===== src/rtl/keypad_pkg.sv =====
// Shared types, key codes and helpers for the keypad entry block.
// Edit helpers work directly on the signed BCD display word.
package keypad_pkg;

    typedef enum logic [1:0] {
        StScan,
        StDebounce,
        StPressed,
        StRelease
    } state_e;

    localparam logic [3:0] KEY_SIGN  = 4'd10;
    localparam logic [3:0] KEY_CLEAR = 4'd11;
    localparam logic [3:0] KEY_BKSP  = 4'd12;
    localparam logic [3:0] ROW_RESET = 4'b1110;

    function automatic logic [3:0] rotate_row(input logic [3:0] r);
        return {r[2:0], r[3]};
    endfunction

    // True when exactly one bit of an active-low vector is asserted.
    function automatic logic one_cold(input logic [3:0] v);
        logic res;
        case (v)
            4'b1110, 4'b1101, 4'b1011, 4'b0111: res = 1'b1;
            default:                            res = 1'b0;
        endcase
        return res;
    endfunction

    function automatic logic [1:0] cold_idx(input logic [3:0] v);
        logic [1:0] idx;
        case (v)
            4'b1101: idx = 2'd1;
            4'b1011: idx = 2'd2;
            4'b0111: idx = 2'd3;
            default: idx = 2'd0;
        endcase
        return idx;
    endfunction

    function automatic logic [15:0] edit_data(input logic [15:0] d, input logic [3:0] code);
        logic [15:0] res;
        res = d;
        if (code <= 4'd9) begin
            res = {d[15:12], d[7:4], d[3:0], code};
        end else if (code == KEY_SIGN) begin
            res = {d[15:12] ^ 4'd1, d[11:0]};
        end else if (code == KEY_CLEAR) begin
            res = 16'h0000;
        end else if (code == KEY_BKSP) begin
            res = {d[15:12], 4'd0, d[11:8], d[7:4]};
        end
        return res;
    endfunction

endpackage


===== src/rtl/keypad_entry_if.sv =====
// Keypad matrix and display-word signals between the entry block and its surroundings.
interface keypad_entry_if;
    logic [3:0]  row;
    logic [3:0]  col;
    logic [15:0] data;
    logic        key_valid;
    logic [3:0]  key_code;

    modport master (
        output row,
        output data,
        output key_valid,
        output key_code,
        input  col
    );

    modport slave (
        input  row,
        input  data,
        input  key_valid,
        input  key_code,
        output col
    );
endinterface


===== src/rtl/keypad_tick.sv =====
// Scan prescaler: counts 0..SCAN_DIV and pulses tick for one clk at the top value.
module keypad_tick #(
    parameter int unsigned SCAN_DIV = 20000
) (
    input  logic clk,
    input  logic rst,
    output logic tick
);

    localparam int unsigned PW = (SCAN_DIV > 0) ? $clog2(SCAN_DIV + 1) : 1;

    logic [PW-1:0] pre_q, pre_d;

    // SCAN_DIV=0 collapses to a permanent tick.
    assign tick = (pre_q == PW'(SCAN_DIV));

    always_comb begin
        pre_d = tick ? '0 : pre_q + 1'b1;
    end

    always_ff @(posedge clk or posedge rst) begin
        if (rst) begin
            pre_q <= '0;
        end else begin
            pre_q <= pre_d;
        end
    end

endmodule


===== src/rtl/keypad_entry.sv =====
// 4x4 keypad scanner with per-key debounce that edits a signed 3-digit BCD display word.
module keypad_entry
    import keypad_pkg::*;
#(
    parameter int unsigned SCAN_DIV       = 20000,
    parameter int unsigned DEBOUNCE_TICKS = 4
) (
    input logic            clk,
    input logic            rst,
    keypad_entry_if.master bus
);

    localparam int unsigned CW = $clog2(DEBOUNCE_TICKS + 1);
    localparam logic [CW-1:0] CNT_DONE = CW'(DEBOUNCE_TICKS);

    logic          tick;
    logic [3:0]    sync_q, col_s_q;
    state_e        state_q, state_d;
    logic [CW-1:0] cnt_q, cnt_d;
    logic [3:0]    cap_q, cap_d;
    logic [3:0]    row_q, row_d;
    logic [15:0]   data_q, data_d;
    logic          kv_q, kv_d;
    logic [3:0]    code_q, code_d;
    logic [3:0]    press_col;
    logic [3:0]    press_code;

    keypad_tick #(
        .SCAN_DIV (SCAN_DIV)
    ) u_tick (
        .clk  (clk),
        .rst  (rst),
        .tick (tick)
    );

    always_ff @(posedge clk or posedge rst) begin
        if (rst) begin
            sync_q  <= 4'hF;
            col_s_q <= 4'hF;
        end else begin
            sync_q  <= bus.col;
            col_s_q <= sync_q;
        end
    end

    // With a one-tick debounce the press is accepted straight from SCAN.
    assign press_col  = (state_q == StScan) ? col_s_q : cap_q;
    assign press_code = {cold_idx(row_q), cold_idx(press_col)};

    always_comb begin
        state_d = state_q;
        cnt_d   = cnt_q;
        cap_d   = cap_q;
        row_d   = row_q;
        data_d  = data_q;
        kv_d    = 1'b0;
        code_d  = code_q;

        unique case (state_q)
            StScan: begin
                if (tick) begin
                    if (one_cold(col_s_q)) begin
                        cap_d = col_s_q;
                        cnt_d = CW'(1);
                        if (CNT_DONE <= CW'(1)) begin
                            state_d = StPressed;
                            kv_d    = 1'b1;
                            code_d  = press_code;
                            data_d  = edit_data(data_q, press_code);
                        end else begin
                            state_d = StDebounce;
                        end
                    end else begin
                        row_d = rotate_row(row_q);
                    end
                end
            end
            StDebounce: begin
                if (tick) begin
                    if (col_s_q == cap_q) begin
                        cnt_d = cnt_q + 1'b1;
                        if (cnt_d == CNT_DONE) begin
                            state_d = StPressed;
                            kv_d    = 1'b1;
                            code_d  = press_code;
                            data_d  = edit_data(data_q, press_code);
                        end
                    end else begin
                        state_d = StScan;
                        cnt_d   = '0;
                        row_d   = rotate_row(row_q);
                    end
                end
            end
            StPressed: begin
                state_d = StRelease;
                cnt_d   = '0;
            end
            StRelease: begin
                if (tick) begin
                    if (col_s_q == 4'hF) begin
                        cnt_d = cnt_q + 1'b1;
                        if (cnt_d == CNT_DONE) begin
                            state_d = StScan;
                            cnt_d   = '0;
                            row_d   = rotate_row(row_q);
                        end
                    end else begin
                        cnt_d = '0;
                    end
                end
            end
            default: begin
                state_d = StScan;
                cnt_d   = '0;
            end
        endcase
    end

    always_ff @(posedge clk or posedge rst) begin
        if (rst) begin
            state_q <= StScan;
            cnt_q   <= '0;
            cap_q   <= 4'hF;
            row_q   <= ROW_RESET;
            data_q  <= 16'h0000;
            kv_q    <= 1'b0;
            code_q  <= 4'h0;
        end else begin
            state_q <= state_d;
            cnt_q   <= cnt_d;
            cap_q   <= cap_d;
            row_q   <= row_d;
            data_q  <= data_d;
            kv_q    <= kv_d;
            code_q  <= code_d;
        end
    end

    assign bus.row       = row_q;
    assign bus.data      = data_q;
    assign bus.key_valid = kv_q;
    assign bus.key_code  = code_q;

endmodule


===== src/flat_wrapper.sv =====
// flat-port wrapper written by rule: the top's interface ports become plain ports
module keypad_entry_flat import keypad_pkg::*;
#(
    parameter int unsigned SCAN_DIV       = 20000,
    parameter int unsigned DEBOUNCE_TICKS = 4
)
  (clk, rst, bus_row, bus_data, bus_key_valid, bus_key_code, bus_col);
  keypad_entry_if bus_i ();
  input logic clk;
  input logic rst;
  output wire logic [$bits(bus_i.row)-1:0] bus_row;
  output wire logic [$bits(bus_i.data)-1:0] bus_data;
  output wire logic [$bits(bus_i.key_valid)-1:0] bus_key_valid;
  output wire logic [$bits(bus_i.key_code)-1:0] bus_key_code;
  input wire logic [$bits(bus_i.col)-1:0] bus_col;
  assign bus_row = bus_i.row;
  assign bus_data = bus_i.data;
  assign bus_key_valid = bus_i.key_valid;
  assign bus_key_code = bus_i.key_code;
  assign bus_i.col = bus_col;
  keypad_entry #(.SCAN_DIV(SCAN_DIV), .DEBOUNCE_TICKS(DEBOUNCE_TICKS)) u_core (.clk(clk), .rst(rst), .bus(bus_i));
endmodule

===== config.mk =====
export PLATFORM = sky130hd
export DESIGN_NAME = keypad_entry_flat
export DESIGN_NICKNAME = d
export VERILOG_FILES = /design/src/rtl/keypad_pkg.sv /design/src/rtl/keypad_entry_if.sv /design/src/rtl/keypad_tick.sv /design/src/rtl/keypad_entry.sv /design/src/flat_wrapper.sv
export SDC_FILE = /design/constraint.sdc
export NUM_CORES = 1
export LEC_CHECK = 0
export BUFFER_PORTS_ARGS = -buffer_cell sky130_fd_sc_hd__buf_2
export CORE_MARGIN = 2
export CORE_UTILIZATION = 50
export CTS_BUF_LIST = sky130_fd_sc_hd__clkbuf_2
export DETAILED_ROUTE_END_ITERATION = 7
export GPL_TIMING_DRIVEN = 0
export PLACE_DENSITY = 0.69
export SYNTH_ARGS = -nofsm -noshare
export SYNTH_HDL_FRONTEND = slang
export SYNTH_HIERARCHICAL = 1
export SYNTH_SLANG_ARGS = --single-unit

===== constraint.sdc =====
create_clock -name clk -period 5.4 [get_ports clk]
set_input_delay 0.54 -clock clk [delete_from_list [all_inputs] [get_ports clk]]
set_output_delay 0.54 -clock clk [all_outputs]
set_load 0.02 [all_outputs]

Word level (Yosys, flattened, before mapping)
Index checks and enable logic that the tools add are counted.
{ "totals": {"regBits": 57, "inputBits": 6, "output_inout_bits": 25, "word_cells": 101} }
{ "op_classes": {"add_sub_neg": 2, "order_cmp": 1, "n_eq_ne": 30, "muxes": 40, "n_bitwise": 3, "reduce_logical": 13} }
{ "ops": {"columns": ["op", "n"], "rows": [
  ["4-bit == test, second input constant", 11],
  ["4-bit 2-to-1 mux", 8],
  ["12-bit 2-to-1 mux", 2],
  ["3-bit 2-to-1 mux", 7],
  ["16-bit 2-to-1 mux", 1],
  ["2-bit 2-to-1 mux", 8],
  ["15-bit by 1-bit adder with 15-bit output, second input constant", 1],
  ["15-bit == test, second input constant", 1],
  ["15-bit 2-to-1 mux", 1],
  ["7-bit AND reduction", 2],
  ["13-bit 2-to-1 mux", 1],
  ["4-bit by 3-bit == test with 1-bit output, second input constant", 3],
  ["2-bit != test, second input constant", 6],
  ["2-bit one-hot mux with 3 select lines", 2],
  ["3-bit one-hot mux with 4 select lines", 1],
  ["4-bit one-hot mux with 3 select lines", 1],
  ["6-bit AND reduction", 2],
  ["2-bit one-hot mux with 4 select lines", 1],
  ["4-bit AND reduction", 2],
  ["8-bit AND reduction", 1],
  ["1-bit 2-to-1 mux", 7],
  ["2-bit by 1-bit != test with 1-bit output, second input constant", 3],
  ["3-bit nonzero test", 2],
  ["2-bit == test, second input constant", 2],
  ["11 further kinds", 13]
]} }

Depth between registers and ports, before layout
{ "logic_depth": {"word_depth": 9, "mapped_depth": 9, "ltp_nobuf": 9} }

By module
Netlist, hierarchy kept.
{ "modules_own_cells": {"columns": ["mod", "instances", "cells_each", "area_each_um2"], "rows": [
  ["keypad_entry", 1, 197, 2233.4],
  ["keypad_tick", 1, 73, 763.2]
]} }

Least setup slack after synthesis
Ideal clock, no wire load.
{ "synth_timing": {"path_type": "register to register", "start": "register u_core.u_tick.pre_q[7]", "end": "register u_core.data_q[0], in the netlist u_core/bus.data[0]", "arrival_time_ns": 2.904, "t_required_ns": 5.275, "setup_slack_ns": 2.371, "path_stages_with_launch": 9, "period_less_slack_ns": 3.029, "cell_sequence": "dfrtp_1 > clkbuf_1 > or4_1 > nor4_4 > inv_1 > or3_4 > nor4_4 > and3_4 > mux2_4"} }
{ "synth_between": {"elab_chain_cells": 2} }
{ "synth_lines": {"columns": ["element", "line_no", "text"], "rows": [
  ["start, declared", "keypad_tick.sv:12", "logic [PW-1:0] pre_q, pre_d;"],
  ["start signal, assigned", "keypad_tick.sv:25", "pre_q <= pre_d;"],
  ["15-bit == test", "keypad_tick.sv:15", "assign tick = (pre_q == PW'(SCAN_DIV));"],
  ["via u_core.tick", "keypad_entry.sv:16", "logic tick;"],
  ["6-bit AND reduction (no source line)", null, null],
  ["end signal, assigned", "keypad_entry.sv:134", "data_q <= data_d;"],
  ["end, declared", "keypad_entry.sv:22", "logic [15:0] data_q, data_d;"]
]} }
The timed path passes the listed nets, and every way through them passes these cells.
A chain may end at the register's enable or synchronous reset.

Final worst setup path
{ "layout_timing": {"start": "register u_core.u_tick.pre_q[5]", "end": "register u_core.data_q[2], in the netlist u_core/bus.data[2]"} }
Same word-level chain as after synthesis.

==> flow_summary.toml <==
[synth]
synth_area_leader_cell = "dfrtp_1"
synthAdderAreaFrac_pct = 1.67
synth_cells = 270
synth-xor-area-share_pct = 4.89
yosys.area.top_type_share_pct = 32.6
synth_edf_count = 0
synth_top_family_by_area = "simple AND/OR/NAND/NOR gates"
ys_types = 70
synth-simple-area-share_pct = 22.8
ys_ff_latch = 54
async_flop_share_pct = 100
synthFlopType = "dfrtp_1"
synth_compound_gate_area_share_pct = 12.9
postSynthAreaPerCell_um2 = 11.1
synthMuxAreaShare_pct = 7.47
ys_top_cells_by_area = "dfrtp_1, dfstp_2, xnor2_1"
ys_warn_count = 6
seq_area_frac_synth_pct = 45.7
synth_area_mm2 = 0.00300

[placed_design]
dpl.cell_count = 374
dpl-instance-area_mm2 = 0.00323
port_buffers = 27
place_congestion = 0.849
dp_hpwl_um = 4140
pre_cts_ws_ns = 1.85

[final_layout]
area_delta_synth_final_pct = 9.31
fin_nets = 316
postLayoutCellArea_mm2 = 0.00328
antenna_cells = 0
fin_util_pct = 56.0
drive_gt1_share_pct = 29.0
fin_cells = 382

[die]
pin_count = 31
fp.coreArea_mm2 = 0.00585
die_area_mm2 = 0.00663
rows = 28
dieHeight_um = 81.4
start_util_pct = 51.2
die_w_um = 81.4

[cts]
clk_path_buf_depth = 2
clock_latency_ns = 0.44
cts_tree = "built"
ctsHtreeMaxLevel = 2
clk_pin_slew_ns = 0.28
cts-resized-gates = 0
cts_hold_buf = 0
cts_setup_buffers = 0
clock_sinks = 54
cts-root-buf = "clkbuf_2"
cts_inserted_buffers = 5

[timing]
min_period_ns = 3.48
period_share_pct = 64.5
clock_skew_ns = 0.0318
relSlewSlack_pct = 45.5
hold_viol = 0
max_slew.worst_pin.slew_ns = 0.816
slew_viol_final = 0
finalSetupTns_ns = 0
setup_slack_ns = 1.92
final-setup-viol-count = 0
whs_ns = 0.109
rsz0062_at_grt = "false"
clock.fmax_ghz = 0.287

[worst_setup_path]
start_kind = "flip-flop"
crit_required_ns = 5.78
path_max_fanout = 11
crit_type = "reg2reg"
cp.arrival_ns = 3.86
cp-end-kind = "flip-flop"

[global_routing]
antenna_found_initial = 0
use_met1_pct = 28.1
grt_pass1_vias = 2048
grt_use_total_pct = 19.1
busiest_layer = "met2"
grt_max_degree = 40
grt-ovfl-total = 0
use_met2_pct = 28.4
grt_use_met3_pct = 4.07
grt_pass1_wl_um = 9790

[routing]
antenna_left = 0
post_drt_wl_per_cell_um = 14.8
dr.pass1.iters = 4
drc_errors = 0
vias = 2172
wl_um = 5670
routed_via_density = 5.69
drt_iter0_drc = 89

[hold_path]
hp-class = "in2async"

[status]
outcome = "finished, final reports clean"

[power]
max-vdd-ir-drop_uv = 133
p_per_area_mw_per_mm2 = 186
total_power_uw = 608
p_leak_nw = 1.42

[run]
maxCapViolations = 0
-- flip-flops by register name, indices dropped and copies added (netlist names) --
| name | flops |
|---|---|
| u_core/bus.key_valid | 1 |
| u_core/state_q | 2 |
| u_core/sync_q | 4 |
| u_core/u_tick/pre_q | 15 |
| u_core/bus.row | 4 |
| u_core/bus.key_code | 4 |
| u_core/cnt_q | 3 |
| u_core/bus.data | 13 |
| u_core/col_s_q | 4 |
| u_core/cap_q | 4 |
-- cells in the final DEF, fill, tap and decap left out, types with 3 or more instances in the layout --
master,netlist,layout
a22o_1,4,4
nand4_1,9,9
and3_1,3,3
dfrtp_1,39,39
clkbuf_2,0,6
nor2_1,9,9
xnor2_1,10,10
mux2_2,7,7
nand3_1,10,10
o31ai_1,3,3
nand2b_1,6,6
inv_1,11,10
o21ai_0,8,8
ha_1,4,4
buf_4,5,5
mux2i_1,7,7
nor2b_1,5,5
o211ai_1,4,4
nor3_1,5,5
a21oi_1,9,9
o2bb2ai_1,5,5
mux2_1,4,4
xor2_1,3,3
clkbuf_1,4,4
nand2_1,22,22
conb_1,1,3
dfstp_2,15,15
or4_1,5,5
buf_2,2,29
-- worst max-delay path, stage by stage (launching register included) --
cell	delay, ns
dfrtp_1	0.54
or4b_4	0.51
nor4_4	0.62
inv_1	0.27
or3_4	0.40
nor4_4	0.47
and3_4	0.31
mux2_4	0.30
-- cell type report --
| cell class | instances | area [um2] |
|---|---|---|
| buffer | 13 | 85.1 |
| clock buffer | 6 | 30.0 |
| clock inverter | 2 | 12.5 |
| fill | 510 | 2570 |
| inverter | 12 | 47.5 |
| multi-input combinational | 193 | 1500 |
| sequential | 54 | 1370 |
| tap | 75 | 93.8 |
| timing repair buffer | 27 | 135 |
-- routing by layer --
| metal | share of wire, % | wire length, um |
|---|---|---|
| met4 | 1.0 | 59 |
| met1 | 50 | 2840 |
| met2 | 45 | 2580 |
| met3 | 3.4 | 194 |
| met5 | 0 | 0 |
-- synth_stat cells, drive strengths merged (2+ instances only) --
cell / n
o211ai: 4
a21oi: 9
xnor2: 11
nor2: 10
o21ai: 10
or4: 5
nor4: 4
nand2: 22
inv: 12
nand2b: 6
a31oi: 2
nand4: 10
and2: 2
mux2i: 7
nor4b: 3
dfrtp: 39
o31ai: 3
ha: 4
a22o: 4
buf: 9
mux2: 13
and3: 4
or3: 3
xor2: 4
a31o: 2
clkbuf: 4
o2bb2ai: 5
nor2b: 5
nand3: 12
or2: 2
dfstp: 15
nor3: 5
-- final timing paths --
check / from / endpoint / slack, ns / depth (start not counted)
worst max register to register: u_core/u_tick/pre_q[5]$_DFF_PP0_ / u_core/bus.data[2]$_DFFE_PP0P_ / 1.92 / 7
min in group clk: bus_col[0] / u_core/sync_q[0]$_DFF_PP1_ / 0.15 / 1
worst min register to register: u_core/sync_q[2]$_DFF_PP1_ / u_core/col_s_q[2]$_DFF_PP1_ / 0.36 / 0
worst max-delay path: u_core/u_tick/pre_q[5]$_DFF_PP0_ / u_core/bus.data[2]$_DFFE_PP0P_ / 1.92 / 7
worst min-delay path: rst / u_core/u_tick/pre_q[0]$_DFF_PP0_ / 0.11 / 2
max in group asynchronous: rst / u_core/cnt_q[0]$_DFFE_PP0P_ / 4.65 / 2
-- cell families after synthesis --
family / count (synthesis)
and+or+nand+nor: 100
DFF: 54
AOI/OAI and AO/OA: 51
buffers and inverters: 25
muxes: 20
xor gates and xnor gates: 15
adders and majority gates: 4
other: 1
-- report_power, final --
group / total, mW / switching [mW] / internal, mW
logic: 0.0347 / 0.0231 / 0.0116
clock network: 0.161 / 0.127 / 0.0344
registers: 0.412 / 0.000747 / 0.411
Power figures use the tool's default switching activity.
